**src/rtl/pipe_stage_hs.sv**
```systemverilog
// Valid/ready pipeline stage with a 2-entry skid buffer, synchronous flush and bubble fill.
// Optional perf counters (stall_cnt, bubble_cnt) when PIPE_STAGE_PERF_EN is defined.
module pipe_stage_hs #(
  parameter int               WIDTH  = 32,
  parameter logic [WIDTH-1:0] BUBBLE = '0,
  parameter int               CNT_W  = 16
) (
  input  logic             clk,
  input  logic             rst,
  input  logic             flush,
  input  logic             in_valid,
  output logic             in_ready,
  input  logic [WIDTH-1:0] in_data,
  output logic             out_valid,
  input  logic             out_ready,
  output logic [WIDTH-1:0] out_data
`ifdef PIPE_STAGE_PERF_EN
  ,
  output logic [CNT_W-1:0] stall_cnt,
  output logic [CNT_W-1:0] bubble_cnt
`endif
);

  if (WIDTH < 1 || CNT_W < 1) begin : g_param_chk
    $error("pipe_stage_hs: WIDTH and CNT_W must be at least 1");
  end

  typedef enum logic [1:0] {
    S_EMPTY = 2'd0,
    S_ONE   = 2'd1,
    S_TWO   = 2'd2
  } state_e;

  state_e           state_q, state_d;
  logic [WIDTH-1:0] main_q, main_d;
  logic [WIDTH-1:0] skid_q, skid_d;
  logic             acc, dlv;

  // in_ready depends only on registered state (and rst), so a downstream stall
  // never ripples combinationally upstream.
  assign in_ready  = (state_q != S_TWO) & ~rst;
  assign out_valid = (state_q != S_EMPTY);
  assign out_data  = main_q;
  assign acc       = in_valid & in_ready;
  assign dlv       = out_valid & out_ready;

  always_comb begin
    state_d = state_q;
    main_d  = main_q;
    skid_d  = skid_q;
    case (state_q)
      S_EMPTY: begin
        if (acc) begin
          state_d = S_ONE;
          main_d  = in_data;
        end
      end
      S_ONE: begin
        if (acc && !dlv) begin
          state_d = S_TWO;
          skid_d  = in_data;
        end else if (acc && dlv) begin
          main_d = in_data;
        end else if (dlv) begin
          state_d = S_EMPTY;
          main_d  = BUBBLE;
        end
      end
      S_TWO: begin
        if (dlv) begin
          state_d = S_ONE;
          main_d  = skid_q;
          skid_d  = BUBBLE;
        end
      end
      default: begin
        state_d = S_EMPTY;
        main_d  = BUBBLE;
        skid_d  = BUBBLE;
      end
    endcase
    if (flush) begin
      state_d = S_EMPTY;
      main_d  = BUBBLE;
      skid_d  = BUBBLE;
    end
  end

  always_ff @(posedge clk) begin
    if (rst) begin
      state_q <= S_EMPTY;
      main_q  <= BUBBLE;
      skid_q  <= BUBBLE;
    end else begin
      state_q <= state_d;
      main_q  <= main_d;
      skid_q  <= skid_d;
    end
  end

`ifdef PIPE_STAGE_PERF_EN
  logic [CNT_W-1:0] stall_cnt_q, stall_cnt_d;
  logic [CNT_W-1:0] bubble_cnt_q, bubble_cnt_d;

  // Both counters saturate at all-ones rather than wrapping.
  always_comb begin
    stall_cnt_d  = stall_cnt_q;
    bubble_cnt_d = bubble_cnt_q;
    if (out_valid && !out_ready && (stall_cnt_q != {CNT_W{1'b1}})) begin
      stall_cnt_d = stall_cnt_q + 1'b1;
    end
    if (!out_valid && (bubble_cnt_q != {CNT_W{1'b1}})) begin
      bubble_cnt_d = bubble_cnt_q + 1'b1;
    end
  end

  always_ff @(posedge clk) begin
    if (rst) begin
      stall_cnt_q  <= '0;
      bubble_cnt_q <= '0;
    end else begin
      stall_cnt_q  <= stall_cnt_d;
      bubble_cnt_q <= bubble_cnt_d;
    end
  end

  assign stall_cnt  = stall_cnt_q;
  assign bubble_cnt = bubble_cnt_q;
`endif

endmodule
```
**config.mk**
```make
export PLATFORM = sky130hd
export DESIGN_NAME = pipe_stage_hs
export DESIGN_NICKNAME = d
export VERILOG_FILES = /design/src/rtl/pipe_stage_hs.sv
export SDC_FILE = /design/constraint.sdc
export NUM_CORES = 1
export LEC_CHECK = 0
export ABC_CLOCK_PERIOD_IN_PS = 4100
export BUFFER_PORTS_ARGS = -buffer_cell sky130_fd_sc_hd__buf_2
export CORE_MARGIN = 2
export CORE_UTILIZATION = 55
export CTS_CLUSTER_SIZE = 30
export DETAILED_ROUTE_END_ITERATION = 16
export PLACE_DENSITY = 0.8
export SLEW_MARGIN = 20
export SYNTH_ARGS = -nofsm -noshare
export SYNTH_HDL_FRONTEND = slang
export SYNTH_SLANG_ARGS = --single-unit
export TNS_END_PERCENT = 50
```
**constraint.sdc**
```tcl
create_clock -name clk -period 4.1 [get_ports clk]
set_input_delay 1.23 -clock clk [delete_from_list [all_inputs] [get_ports clk]]
set_output_delay 1.23 -clock clk [all_outputs]
set_load 0.02 [all_outputs]
```
==> results.txt <==
The number of max-capacitance violations reported came out at 0. The worst path needs 2.87 ns of the cycle, external delays included. The number of buffer and inverter stages on the critical path is 1. The number of warnings reported in the yosys synthesis log came out at 0. The kind of critical path is reg -> out. The clock latency reported for the late side of the worst-skew pair came out at 0.33 ns. Detailed placement ended at an HPWL of 4.47 mm.

The congestion estimate from routability-driven global placement came to 0.752. The first global-routing pass estimated 11.7 mm of wire. The worst-case headroom to the max-slew limit is 34.1%.

The die outline area came out at 0.00670 mm^2. The filler cell count is 516. The share of the cycle needed by the critical path after routing came out at 70.0%. The floorplan die width came out at 81.9 um. The wire length reported by the detailed router is 7.29 mm. The worst endpoint data arrival time is 1.64 ns. Across the whole layout, storage elements account for 0.00132 mm^2.

Setup repair after global routing left no endpoint under its margin. The category of the worst setup path capture point is an output pin. The total overflow left after global routing is 0. The initial utilization of the core area, before any placement, comes to 56.7%. The number of gates resized after cts came out at 0. Ranked by total cell area, the synthesized netlist is headed by sky130_fd_sc_hd__dfxtp_1, sky130_fd_sc_hd__mux2i_1, sky130_fd_sc_hd__o2bb2ai_1. The number of cell rows came out at 28. The number of buffers inserted for hold repair after clock tree synthesis came out at 0. The cell family contributing the most delay on the critical path is flip-flops. When the netlist entered floorplanning its net count stood at 384.

The number of buffers added on ports is 70. In this design, the stage delay of the slowest critical-path cell is 0.88 ns. The H-tree depth came out at 3.

The global-route usage over all layers is 22.7%. The CTS tree is done. Of all nets on the critical path, the largest fanout is 25. The final setup violation count came out at 0. The signal on the critical path passes through nor2b_1 -> nor2_1 -> buf_2. Entering global routing, the biggest net connects 44 pins. After detailed routing, the average wire length per cell comes to 15.2 um.

The transition time at the pin with the least slew margin is 0.989 ns. The number of nets in the layout came out at 436. The cell type with the largest total area after synthesis is sky130_fd_sc_hd__dfxtp_1. The clock-pin transition on the worst setup and hold timing paths came out at 0.06 ns. The power density over the cells is 351 mW/mm^2. 0 antenna diodes ended up in the layout. The total negative setup slack came out at 0 ns. The slowest stage of the critical path belongs to the cell sky130_fd_sc_hd__dfxtp_1. The ratio of cells with drive above 1 in the final layout came out at 26.7%.

Leaving out fill and tap cells, the most frequent cell in the layout is sky130_fd_sc_hd__buf_2. The library cells used most frequently in the layout, excluding fill and tap cells, are sky130_fd_sc_hd__buf_2, sky130_fd_sc_hd__nor2_1, sky130_fd_sc_hd__mux2i_1, sky130_fd_sc_hd__dfxtp_1. The top-level I/O count is 71.

For this run, design rule violations remaining after detail routing come to 0. The cell area that synthesis handed to floorplanning was 0.00333 mm^2. The class of the most critical hold timing path is reg -> reg.

The maximum number of buffers from clock root to sink is 2. The area share of the leading cell type in the synthesized netlist is 39.6%. The standby leakage power is 1.42 nW. The CTS buffer count is 9. The multi-input combinational cells in the finished layout cover a total of 0.00184 mm^2. The initial antenna violation count came out at 0. The first routing iteration left 157 violations. The synthesis-stage register bit count is 66. The number of instances in the synthesized netlist came out at 347. The floorplan die height came out at 81.9 um. Across the VDD grid, the largest voltage drop is 0.189 mV. Timing would allow up to 0.348 GHz.

Relative to the synthesized area, the layout overhead comes to 14.9%. After detailed routing, the number of vias per cell comes to 5.66. The average footprint of a synthesized cell is 9.61 um^2. The remaining antenna violation count is 0.

The overall power came out at 1.34 mW. The clock skew came out at 0.00800 ns. The run finished with clean final reports.

The first-pass iteration count of the detailed router came out at 4. The via total after detailed routing is 2712. The number of buffers inserted by post-CTS setup repair is 0. The cell sitting at the root of the clock tree is a sky130_fd_sc_hd__clkbuf_8. The number of global-route vias before repair was 2445. CTS saw 66 sinks. The core region is 0.00589 mm^2. The number of max-slew violations in the final report is 0. The number of different library cells in the post-synthesis netlist came out at 24. After synthesis, flip-flops and latches occupy 39.6% of the total area.

The critical path data required time came out at 2.87 ns. The final hold violation count came to 0. The worst setup path is launched from a flip-flop.
## synthesized netlist by cell type
master and number:
sky130_fd_sc_hd__nor2_1 67, sky130_fd_sc_hd__or3b_1 1, sky130_fd_sc_hd__o2bb2ai_1 32, sky130_fd_sc_hd__buf_1 2, sky130_fd_sc_hd__nor2b_1 2, sky130_fd_sc_hd__buf_6 4, sky130_fd_sc_hd__buf_2 8, sky130_fd_sc_hd__a21oi_1 3
sky130_fd_sc_hd__dfxtp_1 66, sky130_fd_sc_hd__nand3b_1 2, sky130_fd_sc_hd__o22a_1 2, sky130_fd_sc_hd__nor3_1 1, sky130_fd_sc_hd__nor4bb_1 1, sky130_fd_sc_hd__or2_2 2, sky130_fd_sc_hd__mux2i_1 65, sky130_fd_sc_hd__nor3b_1 2
sky130_fd_sc_hd__a22o_2 1, sky130_fd_sc_hd__a22oi_2 11, sky130_fd_sc_hd__and2_1 32, sky130_fd_sc_hd__clkbuf_1 13, sky130_fd_sc_hd__a22oi_1 21, sky130_fd_sc_hd__or4b_1 1, sky130_fd_sc_hd__nand3_2 1, sky130_fd_sc_hd__buf_4 7
## cell type report
cell class	instances	share of cell area, %
Multi-Input combinational cell	247	48.1
Tap cell	75	2.45
Clock buffer	14	4.51
Clock inverter	2	0.261
Timing Repair Buffer	75	10.1
Sequential cell	66	34.5
## tightest hold or removal path, stage by stage (launching register included)
cell	delay [ns]
sky130_fd_sc_hd__dfxtp_1	0.33
sky130_fd_sc_hd__mux2i_1	0.07
sky130_fd_sc_hd__nor2_1	0.07
## through the flow
| step | area [um^2] | setup WS [ns] | utilization [%] | hold slack (ns) | std cells |
|---|---|---|---|---|---|
| floorplan | 3330 | 1.35 | - | 0.460 | 347 |
| global placement | 3640 | 1.18 | 61.9 | 0.472 | 463 |
| detailed placement | 3640 | 1.15 | 61.9 | 0.481 | 463 |
| CTS | 3820 | 1.19 | 65.0 | 0.497 | 479 |
| global route | 3830 | 1.12 | 65.1 | 0.519 | 479 |
| finish | 3830 | 1.23 | 65.1 | 0.498 | 479 |
## report_power, final
group	switching, mW	internal, mW	leakage [nW]	total, mW
Combinational	0.108	0.0714	0.790	0.180
Clock	0.237	0.268	0.0965	0.505
Sequential	0.00894	0.651	0.534	0.660
Total	0.355	0.990	1.42	1.34
## state kept, by name, summed over array words and instances, names as in the netlist
register	cells
state_q	2
skid_q	32
out_data	32
## cells by family (layout without fill, tap and decap cells)
logic type | after synthesis | count (layout) | synth area share [%]
flip-flops | 66 | 66 | 39.6
buffers and inverters | 34 | 91 | 5.82
AO/OA/AOI/OAI | 70 | 70 | 18.5
AND/OR/NAND/NOR | 112 | 112 | 16.5
multiplexers | 65 | 65 | 19.5
## final timing paths
check / depth (start not counted) / slack (ns) / endpoint / start
worst max-delay path: 3 / 1.23 / in_ready / state_q[0]
worst min-delay path: 2 / 0.50 / skid_q[3] / skid_q[3]
worst max register to register: 5 / 1.72 / skid_q[27] / state_q[0]
worst min register to register: 2 / 0.50 / skid_q[3] / skid_q[3]
## per-layer routing
layer / wire length [um] / global-route usage (%) / vias up
li1: - / - / 1346
met1: 3480 / 30.3 / 1291
met2: 3370 / 35.5 / 68
met3: 376 / 5.60 / 7
met4: 72 / 8.50 / 0
met5: 0 / 0 / -
Power figures use the tool's default switching activity.
